## config.mk

```make
export PLATFORM = sky130hd
export DESIGN_NAME = pauli_frame_drain
export DESIGN_NICKNAME = d
export VERILOG_FILES = /design/src/rtl/qec_pkg.sv /design/src/rtl/pauli_word_packer.sv /design/src/rtl/pauli_frame_drain.sv
export SDC_FILE = /design/constraint.sdc
export NUM_CORES = 1
export LEC_CHECK = 0
export ABC_AREA = 0
export ABC_CLOCK_PERIOD_IN_PS = 2400
export BUFFER_PORTS_ARGS = -buffer_cell sky130_fd_sc_hd__buf_2
export CAP_MARGIN = 20
export CORE_MARGIN = 2
export CORE_UTILIZATION = 54
export CTS_BUF_LIST = sky130_fd_sc_hd__clkbuf_16
export CTS_CLUSTER_SIZE = 30
export DETAILED_ROUTE_END_ITERATION = 6
export GPL_ROUTABILITY_DRIVEN = 0
export HOLD_SLACK_MARGIN = 0.03
export PLACE_DENSITY = 0.79
export SLEW_MARGIN = 20
export SYNTH_ARGS = -nofsm -noshare
export SYNTH_HDL_FRONTEND = slang
export SYNTH_HIERARCHICAL = 1
export SYNTH_SLANG_ARGS = --single-unit
```

## constraint.sdc

```tcl
create_clock -name clk -period 2.4 [get_ports clk]
set_input_delay 0.48 -clock clk [delete_from_list [all_inputs] [get_ports clk]]
set_output_delay 0.48 -clock clk [all_outputs]
set_load 0.03 [all_outputs]
```

## src/rtl/qec_pkg.sv

```systemverilog
// Shared types and constants for the QEC readout blocks.
// Contents:
//   QEC_NUM_QUBITS - default qubit count (distance-7 surface code)
//   pauli_t        - 2-bit Pauli encoding, 00=I 01=X 10=Z 11=Y
//   drain_state_t  - frame-drain FSM states
//   ceil_div       - constant integer ceiling division
package qec_pkg;

    localparam int QEC_NUM_QUBITS = 49;

    typedef enum logic [1:0] {
        PAULI_I = 2'b00,
        PAULI_X = 2'b01,
        PAULI_Z = 2'b10,
        PAULI_Y = 2'b11
    } pauli_t;

    typedef enum logic [1:0] {
        IDLE = 2'd0,
        SCAN = 2'd1,
        SEND = 2'd2,
        DONE = 2'd3
    } drain_state_t;

    function automatic int ceil_div(input int a, input int b);
        return (a + b - 1) / b;
    endfunction

endpackage

```

## src/rtl/pauli_word_packer.sv

```systemverilog
// Packs 2-bit Pauli values into an OUT_W-bit word, one slot per qubit.
// Ports:
//   clk, rst_n   - clock, asynchronous active-low reset
//   slot         - slot index s; the value lands in bits [2s+1:2s]
//   pauli        - Pauli value to store
//   wr           - store pauli into slot this cycle
//   clr          - zero every slot (wins over wr)
//   word         - packed word
//   non_id       - combinational: pauli input is not identity
module pauli_word_packer
    import qec_pkg::*;
#(
    parameter int OUT_W  = 32,
    parameter int SLOT_W = 4
)(
    input  logic              clk,
    input  logic              rst_n,
    input  logic [SLOT_W-1:0] slot,
    input  pauli_t            pauli,
    input  logic              wr,
    input  logic              clr,
    output logic [OUT_W-1:0]  word,
    output logic              non_id
);

    localparam int QPW = OUT_W / 2;

    logic [1:0] slot_reg [QPW];

    assign non_id = (pauli != PAULI_I);

    generate
        for (genvar gi = 0; gi < QPW; gi++) begin : g_slot
            always_ff @(posedge clk or negedge rst_n) begin
                if (!rst_n) begin
                    slot_reg[gi] <= 2'b00;
                end else if (clr) begin
                    slot_reg[gi] <= 2'b00;
                end else if (wr && (slot == SLOT_W'(gi))) begin
                    slot_reg[gi] <= pauli;
                end
            end
            assign word[2*gi +: 2] = slot_reg[gi];
        end
    endgenerate

endmodule

```

## src/rtl/pauli_frame_drain.sv

```systemverilog
// Drains the Pauli-frame tracker: on start, reads every qubit address in
// order, packs the values into OUT_W-bit words and streams them out over
// valid/ready, then pulses done with the frame weight.
// Ports:
//   clk, rst_n     - clock, asynchronous active-low reset
//   start          - drain request (honoured in IDLE only)
//   trk_rd_addr    - tracker read address
//   trk_rd_pauli   - tracker read data, combinational on trk_rd_addr
//   freeze_req     - high while draining (tracker writes should pause)
//   m_data/m_valid/m_ready/m_last - packed word stream
//   m_round        - round tag of the current drain
//   done           - one-cycle pulse after the last word is accepted
//   weight         - number of non-identity Paulis in the drained frame
//   busy           - FSM not in IDLE
module pauli_frame_drain
    import qec_pkg::*;
#(
    parameter int  NUM_QUBITS = QEC_NUM_QUBITS,
    parameter int  OUT_W      = 32,
    parameter int  ROUND_W    = 16,
    localparam int ADDR_W     = $clog2(NUM_QUBITS),
    localparam int WT_W       = $clog2(NUM_QUBITS + 1)
)(
    input  logic               clk,
    input  logic               rst_n,
    input  logic               start,
    output logic [ADDR_W-1:0]  trk_rd_addr,
    input  logic [1:0]         trk_rd_pauli,
    output logic               freeze_req,
    output logic [OUT_W-1:0]   m_data,
    output logic               m_valid,
    input  logic               m_ready,
    output logic               m_last,
    output logic [ROUND_W-1:0] m_round,
    output logic               done,
    output logic [WT_W-1:0]    weight,
    output logic               busy
);

    localparam int QPW    = OUT_W / 2;
    localparam int SLOT_W = (QPW > 1) ? $clog2(QPW) : 1;
    localparam logic [ADDR_W-1:0] LAST_ADDR = ADDR_W'(NUM_QUBITS - 1);
    localparam logic [SLOT_W-1:0] LAST_SLOT = SLOT_W'(QPW - 1);

    drain_state_t       state_reg;
    logic [ADDR_W-1:0]  addr_reg;
    logic [SLOT_W-1:0]  slot_reg;
    logic [WT_W-1:0]    weight_reg;
    logic [ROUND_W-1:0] round_reg;
    logic               valid_reg;
    logic               last_reg;
    logic               done_reg;

    logic pack_wr;
    logic pack_clr;
    logic non_id;

    // The pack register is cleared on the edge that enters SCAN, either
    // from IDLE (new drain) or from SEND (next word), so every word starts
    // from all-identity and unused tail slots stay 00.
    assign pack_wr  = (state_reg == SCAN);
    assign pack_clr = ((state_reg == IDLE) && start) ||
                      ((state_reg == SEND) && m_ready);

    pauli_word_packer #(
        .OUT_W  (OUT_W),
        .SLOT_W (SLOT_W)
    ) u_packer (
        .clk    (clk),
        .rst_n  (rst_n),
        .slot   (slot_reg),
        .pauli  (pauli_t'(trk_rd_pauli)),
        .wr     (pack_wr),
        .clr    (pack_clr),
        .word   (m_data),
        .non_id (non_id)
    );

    always_ff @(posedge clk or negedge rst_n) begin
        if (!rst_n) begin
            state_reg  <= IDLE;
            addr_reg   <= '0;
            slot_reg   <= '0;
            weight_reg <= '0;
            round_reg  <= '0;
            valid_reg  <= 1'b0;
            last_reg   <= 1'b0;
            done_reg   <= 1'b0;
        end else begin
            done_reg <= 1'b0;
            case (state_reg)
                IDLE: begin
                    if (start) begin
                        state_reg  <= SCAN;
                        addr_reg   <= '0;
                        slot_reg   <= '0;
                        weight_reg <= '0;
                    end
                end
                SCAN: begin
                    if (non_id) begin
                        weight_reg <= weight_reg + WT_W'(1);
                    end
                    if (addr_reg == LAST_ADDR) begin
                        // Park the address at 0 so nothing past the last
                        // qubit is ever presented to the tracker.
                        addr_reg  <= '0;
                        slot_reg  <= '0;
                        state_reg <= SEND;
                        valid_reg <= 1'b1;
                        last_reg  <= 1'b1;
                    end else begin
                        addr_reg <= addr_reg + ADDR_W'(1);
                        if (slot_reg == LAST_SLOT) begin
                            slot_reg  <= '0;
                            state_reg <= SEND;
                            valid_reg <= 1'b1;
                            last_reg  <= 1'b0;
                        end else begin
                            slot_reg <= slot_reg + SLOT_W'(1);
                        end
                    end
                end
                SEND: begin
                    if (m_ready) begin
                        valid_reg <= 1'b0;
                        last_reg  <= 1'b0;
                        if (last_reg) begin
                            state_reg <= DONE;
                            done_reg  <= 1'b1;
                        end else begin
                            state_reg <= SCAN;
                        end
                    end
                end
                DONE: begin
                    // m_round shows the pre-increment value through DONE.
                    round_reg <= round_reg + ROUND_W'(1);
                    state_reg <= IDLE;
                end
                default: state_reg <= IDLE;
            endcase
        end
    end

    assign trk_rd_addr = addr_reg;
    assign m_valid     = valid_reg;
    assign m_last      = last_reg;
    assign m_round     = round_reg;
    assign done        = done_reg;
    assign weight      = weight_reg;
    assign busy        = (state_reg != IDLE);
    assign freeze_req  = busy;

endmodule

```

# After elaboration in Yosys (flattened, before gate mapping)
# Cells that the tools add are included.
dict set report totals {
  ff_bits 69
  out_inout_bits 65
}
dict set report op_classes {
  n_addsub 4
  eq_ne 23
  mux 57
  reduce_logical 45
}
# operator n
set ops {}
lappend ops {{2-bit two-way mux} 37}
lappend ops {{2-bit nonzero test} 20}
lappend ops {{4-bit equality test, second input constant} 8}
lappend ops {{6-bit one-hot mux with 2 select lines} 2}
lappend ops {{1-bit logical AND} 18}
lappend ops {{6-bit two-way mux} 3}
lappend ops {{16-bit by 1-bit adder with 16-bit output, second input constant} 1}
lappend ops {{4-bit by 3-bit equality test with 1-bit output, second input constant} 4}
lappend ops {{6-bit by 1-bit adder with 6-bit output, second input constant} 2}
lappend ops {{4-bit two-way mux} 3}
lappend ops {{3-bit AND reduction} 3}
lappend ops {{4-bit by 2-bit equality test with 1-bit output, second input constant} 2}
lappend ops {{1-bit two-way mux} 8}
lappend ops {{2-bit one-hot mux with 4 select lines} 1}
lappend ops {{4-bit one-hot mux with 2 select lines} 1}
lappend ops {{6-bit equality test, second input constant} 1}
lappend ops {{2-bit != test, second input constant} 3}
lappend ops {{4-bit by 1-bit adder with 4-bit output, second input constant} 1}
lappend ops {{2-bit equality test, second input constant} 2}
lappend ops {{4-bit by 1-bit equality test with 1-bit output, second input constant} 1}
lappend ops {{4-bit zero test} 1}
lappend ops {{1-bit one-hot mux with 2 select lines} 2}
lappend ops {{3-bit != test, second input constant} 1}
lappend ops {{2-bit by 1-bit equality test with 1-bit output, second input constant} 1}
lappend ops {{other kinds (3)} 3}

# Logic depth before layout (Yosys ltp)
dict set report logic_depth {
  ltp_word 4
  mapped_depth 8
}

# Cells and area by module
# The synthesis kept the hierarchy.
# mod n_inst cells_per_inst area_each_um2
set by_module_without_submodules {}
lappend by_module_without_submodules {pauli_frame_drain 1 178 1860.5}
lappend by_module_without_submodules {pauli_word_packer 1 129 1500.2}

# Worst setup path before layout
# OpenSTA, ideal clock, no wires.
dict set report synth_timing {
  path_type {reg2reg}
  from {reg state_reg[1]}
  to {reg weight_reg[5] (netlist: weight[5])}
  setup_ns 0.125
  arrival_ns 1.604
  required_time_ns 2.275
  slack_ns 0.671
  path_stages_with_launch 8
  path_cell_list {dfrtp_1 > inv_1 > ha_1 > buf_2 > nor2b_1 > nor3_4 > nand3_2 > mux2_4}
}
dict set report synth_between {
  elab_chain_len 3
  word_cells_on_any_way 7
}
# element line_no
set synth_lines {}
lappend synth_lines {{start, declared} pauli_frame_drain.sv:45} ;# drain_state_t state_reg;
lappend synth_lines {{start signal, assigned} pauli_frame_drain.sv:81} ;# state_reg <= IDLE;
lappend synth_lines {{start signal, assigned} pauli_frame_drain.sv:94} ;# state_reg <= SCAN;
lappend synth_lines {{start signal, assigned} pauli_frame_drain.sv:109} ;# state_reg <= SEND;
lappend synth_lines {{2-bit by 1-bit equality test with 1-bit output (*)} -}
lappend synth_lines {{net pack_wr} pauli_frame_drain.sv:54} ;# logic pack_wr;
lappend synth_lines {{2-bit != test (no source line) or 2-bit nonzero test (tied branches)} -}
lappend synth_lines {{3-bit AND reduction (no source line)} -}
lappend synth_lines {{end signal, assigned} pauli_frame_drain.sv:102} ;# weight_reg <= weight_reg + WT_W'(1);
lappend synth_lines {{end, declared} pauli_frame_drain.sv:48} ;# logic [WT_W-1:0] weight_reg;
# Mark *: on every way through the listed nets, which the timed path passes. The rest lies on a longest branch.
# A chain may end at the register's enable or synchronous reset.

# Worst setup path after layout
dict set report layout_timing {
  from {reg state_reg[1]}
  to {reg addr_reg[3] (netlist: trk_rd_addr[3])}
}
dict set report layout_between {
  elab_chain_len 3
  word_cells_on_any_way 6
}
# element line_no
set layout_lines {}
lappend layout_lines {{2-bit by 1-bit equality test with 1-bit output (*)} -}
lappend layout_lines {{net pack_wr} pauli_frame_drain.sv:54}
lappend layout_lines {{2-bit nonzero test (no source line)} -}
lappend layout_lines {{2-bit AND reduction (no source line)} -}
lappend layout_lines {{end signal, assigned} pauli_frame_drain.sv:113} ;# addr_reg <= addr_reg + ADDR_W'(1);
lappend layout_lines {{end, declared} pauli_frame_drain.sv:46} ;# logic [ADDR_W-1:0] addr_reg;
# Marks and branches as above.

==> run_results.csv <==
group,metric,value,unit
pwr,vdd_drop_max,0.624,mV
layout,fillCellCount,459,
setup_path,critical_path_required,2.62,ns
setup_path,timing.rr.start,"state_reg[1]$_DFFE_PN0P_",
cts,numCtsBuffers,9,
sta,finalMaxSlewViolations,0,
synthesis,synth_edf_count,0,
placement,post_dp_cell_area,3790,sq um
setup_path,r2r_setup_slack,0.36,ns
setup_path,critPathSlowestCell,"ha_1",
layout,final_util,68.6,%
setup_path,cp-startpoint,"state_reg[1]$_DFFE_PN0P_",
die,fp-row-count,28,
layout,diodes,0,
route,via_per_inst,5.36,
cts,clkLatencyLatePin,0.32,ns
synthesis,synth.distinct_cells,46,
setup_path,crit_chain,"inv_1 -> ha_1 -> o21ai_1 -> or2_2 -> o31ai_1",
synthesis,ys_warn_count,6,
sta,finalSetupViolCount,0,
sta,finalHoldViolCount,0,
synthesis,synth-main-ff-cell,"dfrtp_1",
sta,period_needed,2.04,ns
pwr,p_per_area,1040,nW/um^2
layout,final_area,4080,sq um
job,cap_violations,0,
route,antenna_left,0,
setup_path,cpPeakStageDelay,0.47,ns
synthesis,synth_top_area_share,51.4,%
setup_path,cp-end-kind,"flop",
synthesis,ys_seq_area_share,51.4,%
setup_path,reg2regPathDepth,5,
synthesis,synth_nets,322,
cts,cts_root_buf,"clkbuf_16",
synthesis,postSynthAreaPerCell,10.9,sq um
die,ioPinCount,71,
cts,cts.sinks,69,
cts,cts_max_path_buffers,2,
synthesis,netlist_area,3360,sq um
layout,final_cell_mix,"buf_2 (70), dfrtp_1 (69), nand2b_1 (40), nand2_1 (33), mux2i_1 (32)",
global_routing,grt_max_degree,46,
min_path,min_path_type,"input pin to asynchronous set/reset pin",
die,die_w,82.9,um
placement,portBuffers,70,
die,coreArea,5960,sq um
route,drtIter0Drc,144,
layout,area_delta_synth_final,21.5,%
layout,mostFrequentLayoutCell,"buf_2",
global_routing,overflow,0,
global_routing,grt_pass1_vias,2594,
cts,cts_setup_buffers,0,
global_routing,grt_pass1_wl,12500,um
global_routing,antenna_found_initial,0,
route,wl_per_cell,15.3,um
die,start_util,56.4,%
route,wirelength,7080,um
layout,drive_gt1_share,26.1,%
setup_path,cp.arrival,2.27,ns
synthesis,synthTopCellsByArea,"dfrtp_1 (51%), mux2i_1 (9.5%), nand2b_1 (7.4%), nand2_1 (3.7%), xnor2_1 (3.4%)",
cts,cts_hold_buf,0,
cts,ctsResizeCount,0,
pwr,p_leak,2.20,nW
sta,fmax,0.490,GHz
layout,largest_register_ffs,32,
status,status,"finished, final reports clean",
cts,clk_pin_slew,0.05,ns
cts,cts_tree,"yes",
sta,worstMarginPinSlew,0.590,ns
synthesis,netlist_instances,307,
cts,cts.htree.levels,3,
setup_path,crit_type,"flop to flop",
die,die-area,6870,sq um
layout,stdcell_count,462,
sta,fin_skew,0.00360,ns
sta,rsz0062_at_grt,"false",
setup_path,crit_path_start_kind,"flop",
layout,fin_nets,397,
synthesis,yosysTopAreaCell,"dfrtp_1",
synthesis,synth_seq_cells,69,
sta,slew_headroom,60.7,%
setup_path,critPathMaxFanout,14,
route,drc,0,
sta,whs,0.158,ns
sta,finalSetupTns,0,ns
synthesis,synthArstFlopShare,100,%
die,die_y,82.9,um
global_routing,grtUsageTotal,22.2,%
route,via_count,2478,
placement,dp_hpwl,4880,um
setup_path,reg2reg_to,"trk_rd_addr[3]$_DFFE_PN0P_",
placement,dp.cells,446,
sta,fin_crit_sh,85.1,%
route,dr.pass1.iters,4,
## cell families after synthesis
family | Yosys count | synth area share, %
simple gates | 127 | 21.1
flops | 69 | 51.4
fa+ha+maj | 9 | 3.35
compound gates | 30 | 5.62
mux | 36 | 11.3
buf+inv | 18 | 2.53
xor+xnor | 18 | 4.69
## cell usage after synthesis, drive strengths merged, types with 2 or more instances
cell type  instances
buf                7
clkbuf             3
and3b              2
inv                8
a21oi              2
dfrtp             69
xor2               5
nand3             16
and2b              2
or2                2
nor3               4
a21o               2
nand4b             2
nand4              5
o2bb2ai            2
nor2              10
o21ai             16
nand2             33
and3               4
o31ai              2
ha                 9
xnor2             13
mux2i             33
mux2               3
nand2b            40
nor2b              3
## area by class of cell
class	instances	area [sq um]	area share [%]
clock buffers	9	225	5.51
clock inverters	7	66.3	1.62
inverters	8	30.0	0.735
multi-input cells	220	1550	37.9
flip-flops and latches	69	1730	42.3
well taps	75	93.8	2.30
repair buffers	74	393	9.62
## critical path, delay by kind of cell (launching register included)
| family | cells | cell delay (ns) |
|---|---|---|
| AOI/OAI and AO/OA | 2 | 0.53 |
| adders and majority gates | 1 | 0.47 |
| DFF | 1 | 0.42 |
| and+or+nand+nor | 1 | 0.41 |
| buffers and inverters | 1 | 0.12 |
## power by group
group	switching, W	leakage [nW]	internal (W)
Combinational	0.000952	1.12	0.000521
Sequential	0.000171	0.942	0.00132
Clock	0.000479	0.135	0.000795
Total	0.00160	2.20	0.00264
## how the worst max path moves through the flow
stage	to	cells after the start	slack, ns
4_1_cts	trk_rd_addr[3]$_DFFE_PN0P_	5	0.36
6_report	trk_rd_addr[3]$_DFFE_PN0P_	5	0.36
2_1_floorplan	weight[5]$_DFFE_PN0P_	7	0.67
5_1_grt	trk_rd_addr[3]$_DFFE_PN0P_	5	0.18
3_5_place_dp	trk_rd_addr[3]$_DFFE_PN0P_	5	0.37
3_3_place_gp	weight[5]$_DFFE_PN0P_	6	0.49
## metrics by stage
step	setup WS, ns	total power, W
floorplan	0.671	0.00260
global placement	0.489	0.00294
detailed placement	0.366	0.00298
CTS	0.362	0.00428
global route	0.182	0.00451
finish	0.357	0.00424
## per-layer routing
metal  share of wire, %  vias to the layer above  wire, um  global-route usage (%)
met5                  0                        -         0                       0
met4                1.6                        0       110                    9.24
met3                4.0                       12       281                    4.37
met2                 47                       56      3350                    35.6
met1                 47                     1198      3330                    29.7
li1                   -                     1212         -                       -
Note: power is estimated with default switching activity, not from simulation.
